<file path="config.mk">
export PLATFORM = sky130hd
export DESIGN_NAME = fwvexrisc_rvfi_seq
export DESIGN_NICKNAME = d
export VERILOG_FILES = /design/src/rtl/fwvexrisc_rvfi_seq.sv
export SDC_FILE = /design/constraint.sdc
export NUM_CORES = 1
export LEC_CHECK = 0
export BUFFER_PORTS_ARGS = -buffer_cell sky130_fd_sc_hd__buf_2
export CORE_ASPECT_RATIO = 1.75
export CORE_UTILIZATION = 40
export DETAILED_ROUTE_END_ITERATION = 6
export GPL_ROUTABILITY_DRIVEN = 0
export PLACE_DENSITY = 0.67
export SLEW_MARGIN = 40
export SYNTH_ARGS = -nofsm -noshare
export SYNTH_HDL_FRONTEND = slang
export SYNTH_SLANG_ARGS = --single-unit
</file>
<file path="constraint.sdc">
create_clock -name clock -period 7.4 [get_ports clock]
set_clock_uncertainty 0.2 [all_clocks]
set_input_delay 1.48 -clock clock [delete_from_list [all_inputs] [get_ports clock]]
set_output_delay 1.48 -clock clock [all_outputs]
set_load 0.01 [all_outputs]
</file>
<file path="src/rtl/fwvexrisc_rvfi_seq.sv">
// ---------------------------------------------------------------------------
// fwvexrisc_rvfi_seq
//
// Captures RVFI retirement records from a core into a small show-ahead FIFO
// and presents them to a debug BFM with a valid/ready handshake. It also
// checks that rvfi_order increments by one per retirement, and stops
// capturing once a halt retirement has been seen.
//
// Ports
//   clock, reset          single clock, synchronous active-high reset
//   en                    capture enable (0 = retirements discarded)
//   rvfi_*                retirement record from the core
//   dbg_valid/dbg_ready   head-record handshake towards the debug BFM
//   dbg_*                 head-record fields (0 while the FIFO is empty)
//   halted                halt record delivered and FIFO drained
//   order_err             sticky: rvfi_order discontinuity seen
//   ovf                   sticky: a record was dropped on a full FIFO
//   drop_cnt              number of dropped records, saturating
// ---------------------------------------------------------------------------
module fwvexrisc_rvfi_seq #(
    parameter int DEPTH = 4
) (
    input  logic        clock,
    input  logic        reset,
    input  logic        en,
    input  logic        rvfi_valid,
    input  logic [63:0] rvfi_order,
    input  logic [31:0] rvfi_insn,
    input  logic        rvfi_trap,
    input  logic        rvfi_halt,
    input  logic        rvfi_intr,
    input  logic [4:0]  rvfi_rd_addr,
    input  logic [31:0] rvfi_rd_wdata,
    input  logic [31:0] rvfi_pc_rdata,
    input  logic [31:0] rvfi_mem_addr,
    input  logic [3:0]  rvfi_mem_wmask,
    input  logic [31:0] rvfi_mem_wdata,
    output logic        dbg_valid,
    input  logic        dbg_ready,
    output logic [31:0] dbg_insn,
    output logic        dbg_trap,
    output logic        dbg_intr,
    output logic [4:0]  dbg_rd_addr,
    output logic [31:0] dbg_rd_wdata,
    output logic [31:0] dbg_pc,
    output logic [31:0] dbg_mem_addr,
    output logic [3:0]  dbg_mem_wmask,
    output logic [31:0] dbg_mem_wdata,
    output logic        halted,
    output logic        order_err,
    output logic        ovf,
    output logic [15:0] drop_cnt
);

    localparam int AW = (DEPTH > 1) ? $clog2(DEPTH) : 1;
    localparam int CW = AW + 1;
    localparam logic [CW-1:0] DEPTH_C = CW'(DEPTH);

    typedef struct packed {
        logic [31:0] insn;
        logic        trap;
        logic        intr;
        logic [4:0]  rd_addr;
        logic [31:0] rd_wdata;
        logic [31:0] pc;
        logic [31:0] mem_addr;
        logic [3:0]  mem_wmask;
        logic [31:0] mem_wdata;
    } rec_t;

    typedef enum logic [1:0] {
        ST_RUN,
        ST_HALTING,
        ST_HALTED
    } state_t;

    rec_t          mem_q [DEPTH];
    logic [AW-1:0] wr_ptr_q;
    logic [AW-1:0] rd_ptr_q;
    logic [CW-1:0] count_q;
    logic [CW-1:0] count_d;
    state_t        state_q;
    logic          halted_q;
    logic [63:0]   exp_order_q;
    logic          order_err_q;
    logic          ovf_q;
    logic [15:0]   drop_cnt_q;

    logic capture;
    logic pop;
    logic push;
    logic drop;
    rec_t wr_rec;
    rec_t head_rec;

    // Only RUN accepts retirements; once a halt has been captured everything
    // after it is ignored without touching order check or drop accounting.
    assign capture = rvfi_valid && en && (state_q == ST_RUN);
    assign pop     = (count_q != '0) && dbg_ready;
    // A full FIFO still accepts a record when the head leaves the same cycle.
    assign push    = capture && ((count_q != DEPTH_C) || pop);
    assign drop    = capture && !push;
    assign count_d = count_q + CW'(push) - CW'(pop);

    always_comb begin
        wr_rec.insn      = rvfi_insn;
        wr_rec.trap      = rvfi_trap;
        wr_rec.intr      = rvfi_intr;
        wr_rec.rd_addr   = rvfi_rd_addr;
        wr_rec.rd_wdata  = rvfi_rd_wdata;
        wr_rec.pc        = rvfi_pc_rdata;
        wr_rec.mem_addr  = rvfi_mem_addr;
        wr_rec.mem_wmask = rvfi_mem_wmask;
        wr_rec.mem_wdata = rvfi_mem_wdata;
    end

    // Storage has no reset: an empty FIFO masks whatever the entries hold.
    always_ff @(posedge clock) begin
        if (push) begin
            mem_q[wr_ptr_q] <= wr_rec;
        end
    end

    // Control, checking and halt state machine.
    always_ff @(posedge clock) begin
        if (reset) begin
            wr_ptr_q    <= '0;
            rd_ptr_q    <= '0;
            count_q     <= '0;
            state_q     <= ST_RUN;
            halted_q    <= 1'b0;
            exp_order_q <= '0;
            order_err_q <= 1'b0;
            ovf_q       <= 1'b0;
            drop_cnt_q  <= '0;
        end else begin
            if (push) begin
                wr_ptr_q <= wr_ptr_q + AW'(1);
            end
            if (pop) begin
                rd_ptr_q <= rd_ptr_q + AW'(1);
            end
            count_q <= count_d;

            // Expected order resynchronises to the observed one, so a single
            // gap raises order_err once rather than on every later record.
            if (capture) begin
                if (rvfi_order != exp_order_q) begin
                    order_err_q <= 1'b1;
                end
                exp_order_q <= rvfi_order + 64'd1;
            end

            if (drop) begin
                ovf_q <= 1'b1;
                if (drop_cnt_q != 16'hFFFF) begin
                    drop_cnt_q <= drop_cnt_q + 16'd1;
                end
            end

            case (state_q)
                ST_RUN: begin
                    if (capture && rvfi_halt) begin
                        state_q <= ST_HALTING;
                    end
                end
                ST_HALTING: begin
                    // Looks at the post-pop count so halted rises the cycle
                    // right after the final record leaves.
                    if (count_d == '0) begin
                        state_q  <= ST_HALTED;
                        halted_q <= 1'b1;
                    end
                end
                default: begin
                    state_q <= ST_HALTED;
                end
            endcase
        end
    end

    assign head_rec  = mem_q[rd_ptr_q];
    assign dbg_valid = (count_q != '0);

    always_comb begin
        dbg_insn      = '0;
        dbg_trap      = 1'b0;
        dbg_intr      = 1'b0;
        dbg_rd_addr   = '0;
        dbg_rd_wdata  = '0;
        dbg_pc        = '0;
        dbg_mem_addr  = '0;
        dbg_mem_wmask = '0;
        dbg_mem_wdata = '0;
        if (dbg_valid) begin
            dbg_insn      = head_rec.insn;
            dbg_trap      = head_rec.trap;
            dbg_intr      = head_rec.intr;
            dbg_rd_addr   = head_rec.rd_addr;
            dbg_rd_wdata  = head_rec.rd_wdata;
            dbg_pc        = head_rec.pc;
            dbg_mem_addr  = head_rec.mem_addr;
            dbg_mem_wmask = head_rec.mem_wmask;
            dbg_mem_wdata = head_rec.mem_wdata;
        end
    end

    assign halted    = halted_q;
    assign order_err = order_err_q;
    assign ovf       = ovf_q;
    assign drop_cnt  = drop_cnt_q;

endmodule

</file>
==> impl_metrics.py <==
metrics = {
    "routing": {
        "wire_per_inst_um": 22.5,
        "ant_nets": 0,
        "drt_iter0_drc": 1319,
        "via_per_inst": 5.25,
        "vias": 17300,
        "dr.pass1.iters": 5,
        "routed_wl_mm": 74.0,
        "drc": 0,
    },
    "synth": {
        "synth_ff_type": "edfxtp_1",
        "synth-edff-count": 684,
        "synth.distinct_cells": 45,
        "synth-seq-area-share_pct": 71.9,
        "post-synth-top-count-cell": "edfxtp_1",
        "synth_area_leaders": "edfxtp_1 (66%), mux4_2 (12%), dfxtp_1 (6.0%)",
        "synth_nets": 1998,
        "yosys.area.top_type": "edfxtp_1",
        "synth_commonest_cells": "edfxtp_1 (684), and2_1 (178), mux4_2 (171), nor2_1 (108), dfxtp_1 (94)",
        "postSynthCellCount": 1748,
        "synth.top_cell.area_share_pct": 65.9,
        "syn_area_per_cell_um2": 17.8,
        "synthesis.area_um2": 31200,
        "ys_warn_count": 0,
        "synth_seq_cells": 778,
        "synthArstFlopShare_pct": 0,
    },
    "worst_setup_path": {
        "end_kind": "output port",
        "cp_max_fo": 55,
        "crit_arrival_ns": 2.90,
        "path_cells": "buf_12, buf_16, mux4_2, and2_1, buf_2",
        "r2r_slack_ns": 4.09,
        "critPathLaunchType": "flop",
        "cp.required_ns": 5.72,
        "cpPeakStageDelay_ns": 0.58,
        "crit_type": "flop to output port",
        "cp_slowest_cell": "mux4_2",
    },
    "power_and_ir_drop": {
        "peakVddDrop_v": 0.000260,
        "fin_total_pwr_uw": 12300,
        "pwr_density_cell_nw_per_um2": 331,
        "p_leak_uw": 0.0125,
    },
    "floorplanning": {
        "ios": 432,
        "die_w_um": 213,
        "rows": 135,
        "die_h_um": 371,
        "die_area_um2": 79100,
        "start_util_pct": 40.3,
        "core_area_um2": 77400,
    },
    "placed_design": {
        "numPlacedInstances": 3141,
        "pre_cts_ws_ns": 2.95,
        "port_buffers": 431,
        "post-dp-hpwl_mm": 47.6,
    },
    "cts": {
        "htreeDepth": 3,
        "numCtsBuffers": 73,
        "cts_hold_buffers": 0,
        "post_cts_buffers": 0,
        "clkLatencyLatePin_ns": 0.64,
        "clockBufferDepth": 3,
        "cts-resized-gates": 0,
        "clock-sinks": 778,
        "cts_root_buffer": "clkbuf_16",
        "cts.clk_slew.worst_paths_ns": 0.06,
        "cts_tree": "done",
    },
    "flow_run": {
        "max_cap_viol_count": 0,
    },
    "sta": {
        "finalSetupTns_ns": 0,
        "fin_ws_ns": 2.82,
        "worst_hold_slack_ns": 0.280,
        "fin_crit_sh_pct": 62.0,
        "maxSlewHeadroom_pct": 44.2,
        "slew_violations": 0,
        "fmax_mhz": 218,
        "min_period_ns": 4.58,
        "tightest_slew_ns": 0.832,
        "hold_violations": 0,
        "rsz0062_at_grt": "false",
        "setup_viol_count_final": 0,
    },
    "min_path": {
        "hp-class": "flop to flop",
    },
    "layout": {
        "drive_above_1_share_pct": 33.7,
        "nets": 2440,
        "area_delta_synth_final_pct": 19.3,
        "instances_no_fill": 3293,
        "seq_area_um2": 22400,
        "multi_input_area_um2": 8410,
        "nFillCells": 6653,
    },
    "global_route": {
        "antenna_found_initial": 37,
        "grt_max_degree": 104,
        "overflow": 0,
        "grt_pass1_vias": 18100,
        "gr-usage-all-layers_pct": 18.8,
        "grt_pass1_wl_mm": 110,
    },
    "outcome": {
        "outcome": "completed",
    },
}
-- sequential cells by signal, indices dropped and copies added, names as in the netlist, named ones only --
register,cells
count_q,3
drop_cnt,16
exp_order_q,64
halted,1
mem_q,684
order_err,1
ovf,1
rd_ptr_q,2
state_q,2
wr_ptr_q,2
-- where the power goes --
part	switching [µW]	internal, µW
clock network	1650	2250
logic	1810	1480
registers	104	5010
total	3570	8740
-- placed cells by master (no fill, tap or decap), drive strengths merged, types with 12 or more instances in the layout --
master / Yosys / routed
clkbuf: 57 / 81
nand3: 28 / 28
nor2: 108 / 108
buf: 30 / 454
inv: 11 / 19
nor4: 12 / 12
dfxtp: 94 / 94
diode: 0 / 20
nand4: 37 / 37
mux4: 171 / 171
a211oi: 53 / 53
nor3: 28 / 28
clkinv: 0 / 22
nand2: 44 / 44
edfxtp: 684 / 684
xnor2: 78 / 78
xor2: 56 / 56
and2: 179 / 179
-- path summary, 6_finish.rpt --
kind / from / end / cells past startpoint
worst min-delay path: ovf / ovf / 2
worst min register to register: ovf / ovf / 2
worst max register to register: count_q[1] / state_q[0] / 14
worst max-delay path: flop / dbg_pc[17] / 5
-- stage by stage --
step	instance area (µm²)	util [%]
global placement	34500	44.6
floorplan	31200	-
finish	37200	48.1
CTS	37100	48.0
detailed placement	34600	44.8
global route	37200	48.1
-- layer usage --
metal	GRT usage, %	vias up	routed length (µm)	share of wire, %
met2	31.1	646	37100	50
met4	9.45	32	3120	4.2
met1	20.8	8688	26600	36
met5	0	-	220	0.30
li1	-	7747	-	-
met3	7.56	169	6970	9.4
-- cells by family after synthesis --
group	after synthesis	share of synthesized area, %
fa+ha+maj	9	0.385
xor+xnor	134	3.76
mux	173	12.4
simple gates	474	8.34
compound gates	82	1.96
buf+inv	98	1.23
flops	778	71.9
-- layout make-up --
type                    instances  share of cell area, %
flip-flops and latches        778                   60.3
multi-input cells             872                   22.6
repair buffers                454                   6.76
clock buffers                  81                   5.07
well taps                    1027                   3.45
clock inverters                50                   1.58
diodes                         20                  0.135
inverters                      11                  0.111
-- critical path: cells and delay by family (launching register included) --
kind | cells | cell delay, ns
flip-flops | 1 | 0.57
buffers and inverters | 3 | 0.81
AND/OR/NAND/NOR | 1 | 0.19
multiplexers | 1 | 0.58
(Power assumes the default switching activity.)
